## src/rtl/sync_inst_fifo_mw.sv

```systemverilog
// Multi-width synchronous instruction FIFO.
// Fetch pushes up to ENQ_W words per cycle. Decode sees a show-ahead window
// of the oldest DEQ_W entries and pops up to DEQ_W words per cycle.
// Requests that cannot be honoured are dropped whole and flagged one cycle later.
module sync_inst_fifo_mw #(
   parameter int WIDTH                  = 64,
   parameter int SIZE                   = 8,
   parameter int ENQ_W                  = 2,
   parameter int DEQ_W                  = 2,
   parameter int ALMOST_FULL_THRESHOLD  = SIZE - ENQ_W,
   parameter int ALMOST_EMPTY_THRESHOLD = 1,
   localparam int PTR_W  = $clog2(SIZE),
   localparam int CNT_W  = PTR_W + 1,
   localparam int ENQ_CW = $clog2(ENQ_W + 1),
   localparam int DEQ_CW = $clog2(DEQ_W + 1)
) (
   input  logic                   clk,
   input  logic                   reset,
   input  logic                   flush_en,
   input  logic [ENQ_CW-1:0]      enq_cnt,
   input  logic [ENQ_W*WIDTH-1:0] enq_data,
   input  logic [DEQ_CW-1:0]      deq_cnt,
   output logic [DEQ_W*WIDTH-1:0] peek_data,
   output logic [DEQ_W-1:0]       peek_valid,
   output logic [CNT_W-1:0]       count,
   output logic [CNT_W-1:0]       free,
   output logic                   full,
   output logic                   empty,
   output logic                   almost_full,
   output logic                   almost_empty,
   output logic [WIDTH-1:0]       last_deq,
   output logic                   enq_err,
   output logic                   deq_err
);

   localparam logic [CNT_W-1:0] SIZE_C = CNT_W'(SIZE);
   localparam logic [CNT_W-1:0] ENQ_MAX = CNT_W'(ENQ_W);
   localparam logic [CNT_W-1:0] DEQ_MAX = CNT_W'(DEQ_W);
   localparam logic [CNT_W-1:0] AF_TH = CNT_W'(ALMOST_FULL_THRESHOLD);
   localparam logic [CNT_W-1:0] AE_TH = CNT_W'(ALMOST_EMPTY_THRESHOLD);

   logic [WIDTH-1:0] mem [SIZE];
   logic [PTR_W-1:0] head;
   logic [PTR_W-1:0] tail;
   logic [CNT_W-1:0] enq_n;
   logic [CNT_W-1:0] deq_n;
   logic             enq_ok;
   logic             deq_ok;

   // Status flags are pure functions of the registered occupancy.
   assign free         = SIZE_C - count;
   assign full         = (count == SIZE_C);
   assign empty        = (count == '0);
   assign almost_full  = (count >= AF_TH);
   assign almost_empty = (count <= AE_TH);

   // Acceptance is judged against the pre-edge occupancy. A same-cycle pop
   // does not make room for a push, which keeps the enqueue check independent
   // of the dequeue path.
   always_comb begin
      enq_n  = CNT_W'(enq_cnt);
      deq_n  = CNT_W'(deq_cnt);
      enq_ok = (enq_n <= ENQ_MAX) && (enq_n <= free);
      deq_ok = (deq_n <= DEQ_MAX) && (deq_n <= count);
   end

   // Show-ahead window: lane j is the entry at head+j. Pointer sums wrap
   // naturally because SIZE is a power of two.
   always_comb begin
      // NOTE: every signal assigned in always_comb gets a default first, so no path can infer a latch.
      peek_data  = '0;
      peek_valid = '0;
      for (int j = 0; j < DEQ_W; j++) begin
         peek_data[j*WIDTH +: WIDTH] = mem[head + PTR_W'(j)];
         peek_valid[j]               = (count > CNT_W'(j));
      end
   end

   // Storage write: accepted lanes land at tail, tail+1, ... (mod SIZE).
   always_ff @(posedge clk) begin
      // NOTE: the storage array is deliberately not reset. The pointers and count define validity, and a reset port on the array would stop it mapping onto RAM.
      if (!reset && !flush_en && enq_ok) begin
         for (int i = 0; i < ENQ_W; i++) begin
            if (i < int'(enq_cnt)) begin
               mem[tail + PTR_W'(i)] <= enq_data[i*WIDTH +: WIDTH];
            end
         end
      end
   end

   // Pointers, occupancy, the last-dequeued word and the error pulses. Reset wins over flush, and flush wins over traffic.
   always_ff @(posedge clk) begin
      // NOTE: sequential state uses non-blocking assignments only, so every flop samples pre-edge values.
      if (reset) begin
         head     <= '0;
         tail     <= '0;
         count    <= '0;
         last_deq <= '0;
         enq_err  <= 1'b0;
         deq_err  <= 1'b0;
      end else if (flush_en) begin
         head    <= '0;
         tail    <= '0;
         count   <= '0;
         enq_err <= 1'b0;
         deq_err <= 1'b0;
      end else begin
         enq_err <= !enq_ok;
         deq_err <= !deq_ok;
         if (enq_ok) begin
            tail <= tail + PTR_W'(enq_cnt);
         end
         if (deq_ok) begin
            head <= head + PTR_W'(deq_cnt);
            if (deq_cnt != '0) begin
               last_deq <= peek_data[WIDTH-1:0];
            end
         end
         count <= count + (enq_ok ? enq_n : '0) - (deq_ok ? deq_n : '0);
      end
   end

endmodule

```

## config.mk

```make
export PLATFORM = sky130hd
export DESIGN_NAME = sync_inst_fifo_mw
export DESIGN_NICKNAME = d
export VERILOG_FILES = /design/src/rtl/sync_inst_fifo_mw.sv
export SDC_FILE = /design/constraint.sdc
export NUM_CORES = 1
export LEC_CHECK = 0
export CORE_UTILIZATION = 50
export DETAILED_ROUTE_END_ITERATION = 10
export PLACE_DENSITY = 0.71
export SYNTH_ARGS = -nofsm -noshare
export SYNTH_HDL_FRONTEND = slang
export SYNTH_SLANG_ARGS = --single-unit
```

## constraint.sdc

```tcl
create_clock -name clk -period 10.3 [get_ports clk]
set_clock_uncertainty 0.05 [all_clocks]
set_input_delay 1.545 -clock clk [delete_from_list [all_inputs] [get_ports clk]]
set_output_delay 1.545 -clock clk [all_outputs]
set_load 0.05 [all_outputs]
```

### Yosys cells after proc, flatten, opt, wreduce, memory -nomap -nowiden

Memories as Yosys holds them, arrays and structs flattened. A register that Yosys moved wholly into a read port is not among the register bits.
Index checks and enable logic that the tools add are counted.

* register bits: 76
* memory bits (writable): 512
* output and inout port bits: 208
* memories: 1

Memories
* mem: depth 8, width 64, read ports 2, clocked after memory_dff 1, wr ports 2, RTL line 42 `logic [WIDTH-1:0] mem [SIZE];`

* $add $sub $neg: 7
* $lt $le $gt $ge: 10
* equal/unequal tests: 1
* mux-type cells: 10
* bitwise gates (word level): 1
* reductions and logical operators: 12

Operator list (count)
* 4-bit by 1-bit > comparator with 1-bit output (second input constant): 2
* 2-bit by 4-bit <= comparator with 1-bit output: 2
* 3-bit by 1-bit adder with 3-bit output (second input constant): 2
* 3-bit by 2-bit adder with 3-bit output: 2
* 1-bit two-way mux: 6
* 3-bit two-way mux: 2
* 4-bit by 2-bit adder with 4-bit output: 1
* 4-bit equality test (second input constant): 1
* 4-bit by 3-bit >= comparator with 1-bit output (second input constant): 1
* 2-bit <= comparator (second input constant): 2
* 4-bit by 1-bit <= comparator with 1-bit output (second input constant): 1
* 1-bit logical AND: 4
* 1-bit logical NOT: 4
* 4-bit logical NOT: 1
* 1-bit by 2-bit < comparator with 1-bit output (first input constant): 2
* 2-bit two-way mux: 2
* 4-bit by 2-bit subtractor with 4-bit output: 1
* 4-bit subtractor (first input constant): 1
* 3-bit AND reduction: 1
* 2-bit nonzero test: 1
* 2-bit OR reduction: 1
* 1-bit inverter: 1

### Depth between registers and ports, before layout

Gate-level depths: netlist (run 1).

* depth in word-level cells: 6
* mapped depth: 15

### Least setup slack after synthesis (run 1)

No wires, ideal clock.

* path kind: reg-to-reg
* start point: reg count[0]
* end point: mem mem[2][0] (enable)
* setup time: 0.581 ns
* arrival: 7.380 ns
* data required time: 9.669 ns
* slack: 2.289 ns
* cell stages (with the launch flop): 8
* buffers on the path: 1
* period minus slack after synthesis: 8.011 ns
* cells stage by stage: dfxtp_1 -> inv_1 -> ha_1 -> xnor2_1 -> a221o_1 -> buf_2 -> o21ai_0 -> o31ai_1

RTL lines
* from (decl): RTL line 25 `output logic [CNT_W-1:0] count,`
* from (signal assigned): RTL line 119 `count <= count + (enq_ok ? enq_n : '0) - (deq_ok ? deq_n : '0);`
* to (decl): RTL line 42

==> impl_metrics.toml, run 1 <==
[die]
rows = 94
die_h_um = 260
dieWidth_um = 260
coreArea_mm2 = 0.0657
ios = 343
die_area_mm2 = 0.0676
start_util_pct = 50.6

[route]
drc = 0
ant_nets = 0
dr.pass1.iters = 5
vias = 19425
viasPerCell = 6.34
wl_per_cell_um = 29.3
wl_um = 89900
drt_iter0_markers = 1384

[clock_network]
clk_latency_ns = 0.60
numCtsBuffers = 67
cts.sinks = 591
clk_pin_slew_ns = 0.06
htreeDepth = 3
post-cts-setup-buffer-count = 0
clockBufferDepth = 3
cts_root_buf = "clkbuf_16"
cts_hold_buf = 0
ctsResizeCount = 0
cts_tree = "built"

[sta]
slew_headroom_pct = 14.0
finalSetupTns_ns = 0
setup_ws_ns = 4.09
fmax_mhz = 161
hold_viol = 0
finalSetupViolCount = 0
rsz0062_at_grt = "no"
worst_pin_slew_ns = 1.29
fin_crit_ns = 6.21
post-route-period-util_pct = 60.3
finalMaxSlewViolations = 0

[cells_and_area]
syn_to_final_growth_pct = 18.8
utilization_pct = 60.1
drive_gt1_share_pct = 41.5
final_common_cell = "edfxtp_1"
fillCellCount = 4820
nets = 2301
regArea_mm2 = 0.0170
multiInputGateArea_mm2 = 0.0154
fin_area_mm2 = 0.0395
layout_common_cells = "512 x edfxtp_1, 342 x clkdlybuf4s50_1, 267 x mux2_2"

[global_route]
grt_pass1_wl_um = 133000
grt_pass1_vias = 20619
antenna_found_initial = 11
overflow = 0
grtUsageTotal_pct = 26.7
grt_max_degree = 68

[logic_synthesis]
synth-seq-area-share_pct = 51.0
synth_cell_types = 44
synth_fp_nets = 1993
postSynthCellCount = 1834
synth_edf_count = 512
synth_largest_area_cell = "edfxtp_1"
synth_area_mm2 = 0.0333
yosysWarningCount = 0
avgSynthCellArea_um2 = 18.1
synth_flop_cell = "edfxtp_1"
yosysTopAreaCellShare_pct = 46.2
synthTopCellsByArea = "edfxtp_1 46%, mux4_2 17%, mux2_4 10%"
ys_seq_elements = 591
synthArstFlopShare_pct = 0

[setup_path]
crit_type = "flip-flop to output pin"
arrival_ns = 4.61
endpoint_kind = "output pin"
crit_chain = "buf_4 > buf_4 > mux4_2 > mux2_2 > clkdlybuf4s50_1"
worst-endpoint-required_ns = 8.71
worstPathMaxFanout = 38
critPathSlowestCell = "dfxtp_4"
cp-start-kind = "flip-flop"
cpMostUsedCell = "buf_4"
slowest_delay_ns = 0.79

[pwr]
p_leak_nw = 13.7
power_mw = 7.80
vdd_drop_max_mv = 0.140
p_per_area_mw_per_mm2 = 197

[flow_run]
drv_cap = 0

[placement]
port_buffers = 342
dpl.hpwl_um = 52600
pre_cts_ws_ns = 4.60
placed_area_mm2 = 0.0373
place_congestion = 0.811

[run_status]
status = "completed"

[worst_hold_path]
hp-class = "flip-flop to flip-flop"
sequential cells by signal, summed over array words and instances (netlist names), named ones only:
register  cells
count         4
deq_err       1
mem         512
head          3
tail          3
enq_err       1
last_deq     64
metrics by stage:
step                      hold slack [ns]  cells
after floorplan                     0.427   1834
after detailed placement            0.413   2937
after CTS                           0.431   3057
final                               0.425   3064
after global routing                0.443   3060
after global placement              0.410   2937
where the power goes:
group / switching [mW] / internal (mW) / leakage (nW)
clock network: 0.970 / 1.41 / 1.06
registers: 0.0908 / 2.72 / 5.26
logic: 1.55 / 1.05 / 7.38
total: 2.61 / 5.19 / 13.7
metal layers:
| layer | track usage [%] | share of wire, % | vias up | wire (um) |
|---|---|---|---|---|
| met5 | 0 | 0.13 | - | 113 |
| met3 | 4.19 | 7.3 | 162 | 6530 |
| met4 | 8.55 | 2.6 | 16 | 2310 |
| met2 | 45.5 | 51 | 796 | 45700 |
| li1 | - | - | 8219 | - |
| met1 | 34.9 | 39 | 10232 | 35200 |
cell usage after synthesis (4+ instances only):
cell,instances
edfxtp_1,512
mux2_2,267
mux4_2,256
mux2_4,226
mux2_1,147
dfxtp_1,79
a22o_1,65
clkbuf_1,58
buf_6,40
buf_2,35
inv_1,26
ha_1,20
nand2_1,11
buf_4,9
nor2_1,9
o21ai_0,9
o211ai_1,8
a21oi_1,5
xor2_1,5
fa_1,4
nor3_2,4
xnor2_1,4
critical path: cells and delay by family, from the launching register on:
kind / cells / cell delay [ns]
buffers and inverters: 3 / 2.16
DFF: 1 / 0.79
muxes: 2 / 0.90
area by class of cell:
| class | count | share of cell area, % |
|---|---|---|
| Antenna cell | 7 | 0.0443 |
| Clock buffer | 100 | 4.94 |
| Clock inverter | 20 | 0.523 |
| Inverter | 26 | 0.247 |
| Multi-Input combinational cell | 1073 | 39.1 |
| Sequential cell | 591 | 43.0 |
| Tap cell | 864 | 2.74 |
| Timing Repair Buffer | 383 | 9.45 |
path summary, 6_finish.rpt:
check                            startpoint                         to  slack [ns]  depth (start not counted)
setup / recovery                  flip-flop              peek_data[11]        4.09                          5
hold / removal    last_deq[33]$_SDFFE_PP0P_  last_deq[33]$_SDFFE_PP0P_        0.43                          1
setup reg to reg        count[0]$_SDFF_PP0_       mem[7][41]$_DFFE_PP_        5.81                         10
hold reg to reg   last_deq[33]$_SDFFE_PP0P_  last_deq[33]$_SDFFE_PP0P_        0.43                          1
cells by family (layout without fill, tap and decap cells):
| family | after synthesis | count (layout) | synth area share (%) |
|---|---|---|---|
| muxes | 899 | 899 | 41.6 |
| DFF | 591 | 591 | 51.0 |
| buffers and inverters | 170 | 529 | 3.05 |
| AOI/OAI and AO/OA | 99 | 99 | 2.40 |
| and+or+nand+nor | 42 | 42 | 0.692 |
| adders and majority gates | 24 | 24 | 0.993 |
| xor gates and xnor gates | 9 | 9 | 0.237 |
| other | 0 | 7 | 0 |
(Power assumes the default switching activity.)
==> run 2: changes to the inputs <==
Settings changed: PLACE_DENSITY 0.71 to 0.73.
Clock period 10.3 ns to 5.7 ns, I/O delays scaled along.
==> impl_metrics.toml, run 2 (synthesis gave the netlist of run 1 again) <==
[cells_and_area]
largest_register_ffs = 512
regMostFlops = "mem"
reg_top3 = "mem x512, last_deq x64, count x4"
nets = 2310
final_common_cell = "edfxtp_1"
fin_cells = 3076
syn_to_final_growth_pct = 19.7
layout_common_cells = "512 x edfxtp_1, 342 x clkdlybuf4s50_1, 267 x mux2_2"
drive_gt1_share_pct = 41.7

[placement]
pre_cts_ws_ns = 1.11
port_buffers = 342
placed_cells = 2945
place_congestion = 0.827
dpl.hpwl_um = 54600

[route]
drc = 0
wl_um = 90100
vias = 19506
dr.pass1.iters = 5
viasPerCell = 6.34
ant_nets = 0
drt_iter0_markers = 1476
wl_per_cell_um = 29.3

[global_route]
grt_pass1_vias = 20576
antenna_found_initial = 15
grt_max_degree = 66
grt_pass1_wl_um = 133000
overflow = 0
grtUsageTotal_pct = 26.8

[clock_network]
clk_pin_slew_ns = 0.06
cts_tree = "built"
cts.sinks = 591
clockBufferDepth = 3
cts_root_buf = "clkbuf_16"
htreeDepth = 3
cts_hold_buf = 0
clk_latency_ns = 0.61
post-cts-setup-buffer-count = 0
numCtsBuffers = 68
ctsResizeCount = 0

[pwr]
p_sw_share_pct = 33.6
p_comb_share_pct = 33.7
vdd_drop_max_mv = 0.240
sequentialPowerShare_pct = 35.6
power.internal_mw = 9.43
p_sw_mw = 4.77
p_leak_nw = 13.8
pwr-share-clk_pct = 30.7
p_per_area_mw_per_mm2 = 357

[die]
coreArea_mm2 = 0.0657
dieWidth_um = 260
rows = 94
ios = 343
die_h_um = 260
start_util_pct = 50.6
die_area_mm2 = 0.0676

[sta]
setup_ws_ns = 0.813
finalSetupTns_ns = 0
finalSetupViolCount = 0
fin_crit_ns = 4.89
post-route-period-util_pct = 85.7
finalMaxSlewViolations = 0
worst_pin_slew_ns = 1.36
rsz0062_at_grt = "no"
slew_headroom_pct = 8.21
holdWs_ns = 0.429
hold_viol = 0
fmax_mhz = 205

[setup_path]
slowest_delay_ns = 0.83
crit_buf_inv = 2
crit_type = "flip-flop to output pin"
arrival_ns = 3.98
crit_chain = "ha_4 > xor2_4 > buf_4 > mux2_2 > clkdlybuf4s50_1"
cp_top_family = "buffers and inverters"
worstPathMaxFanout = 29
endpoint_kind = "output pin"
critPathSlowestCell = "xor2_4"
cp-start-kind = "flip-flop"
worst-endpoint-required_ns = 4.80

[flow_run]
drv_cap = 0

[run_status]
status = "completed"

[worst_hold_path]
hp-class = "flip-flop to flip-flop"
run 2: changes by cell type in the layout (fill, tap and decap cells not counted), moves of 2 or more:
cell,before,now
buf_12,0,15
buf_4,41,34
clkbuf_1,20,15
clkbuf_16,69,72
clkbuf_8,11,4
clkinv_1,3,9
clkinv_4,0,2
clkinvlp_4,1,4
run 2: worst register-to-register path: stages, from the launching register on:
cell      delay (ns)
dfxtp_1         0.52
inv_1           0.15
ha_1            0.33
inv_1           0.05
ha_1            0.31
nand2b_1        0.09
a221o_1         0.48
o21ai_0         1.11
o21ai_4         0.42
buf_12          0.37
run 2: path summary, 6_finish.rpt:
kind | start | end | slack, ns | cells after the start
max | head[0]$_SDFFE_PP0N_ | peek_data[80] | 0.81 | 5
min | last_deq[28]$_SDFFE_PP0P_ | last_deq[28]$_SDFFE_PP0P_ | 0.43 | 1
min reg2reg | last_deq[28]$_SDFFE_PP0P_ | last_deq[28]$_SDFFE_PP0P_ | 0.43 | 1
max reg2reg | count[0]$_SDFF_PP0_ | mem[1][16]$_DFFE_PP_ | 1.48 | 9
run 2: routing by layer:
layer / part of all wire, % / routed length, um / vias to the layer above / GRT usage [%]
met5: 0.12 / 106 / - / 0
met4: 2.8 / 2520 / 16 / 8.74
met3: 7.1 / 6410 / 161 / 5.82
met2: 51 / 46000 / 757 / 46.1
met1: 39 / 35100 / 10323 / 33.5
li1: - / - / 8249 / -
run 2: area by class of cell:
type / instances / area (um2)
fillers: 4708 / 25900
flip-flops and latches: 591 / 17000
multi-input cells: 1073 / 15400
repair buffers: 391 / 3980
clock buffers: 91 / 1910
well taps: 864 / 1080
clock inverters: 32 / 295
inverters: 26 / 97.6
diodes: 8 / 20.0
run 2: power by group through the flow:
| stage | combinational [mW] | sequential [mW] | clock [mW] |
|---|---|---|---|
| finish | 4.79 | 5.06 | 4.35 |
| global route | 5.01 | 5.08 | 4.59 |
| CTS | 4.83 | 5.06 | 4.42 |
| detailed placement | 4.80 | 5.15 | 0 |
| global placement | 4.75 | 5.14 | 0 |
| floorplan | 3.03 | 5.37 | 0 |
run 2: stage by stage:
stage / power (mW) / util, % / cell area, um2
floorplan: 8.40 / - / 33300
detailed placement: 9.95 / 57.1 / 37600
global placement: 9.88 / 57.1 / 37600
finish: 14.2 / 60.5 / 39800
CTS: 14.3 / 60.5 / 39800
global route: 14.7 / 60.5 / 39800
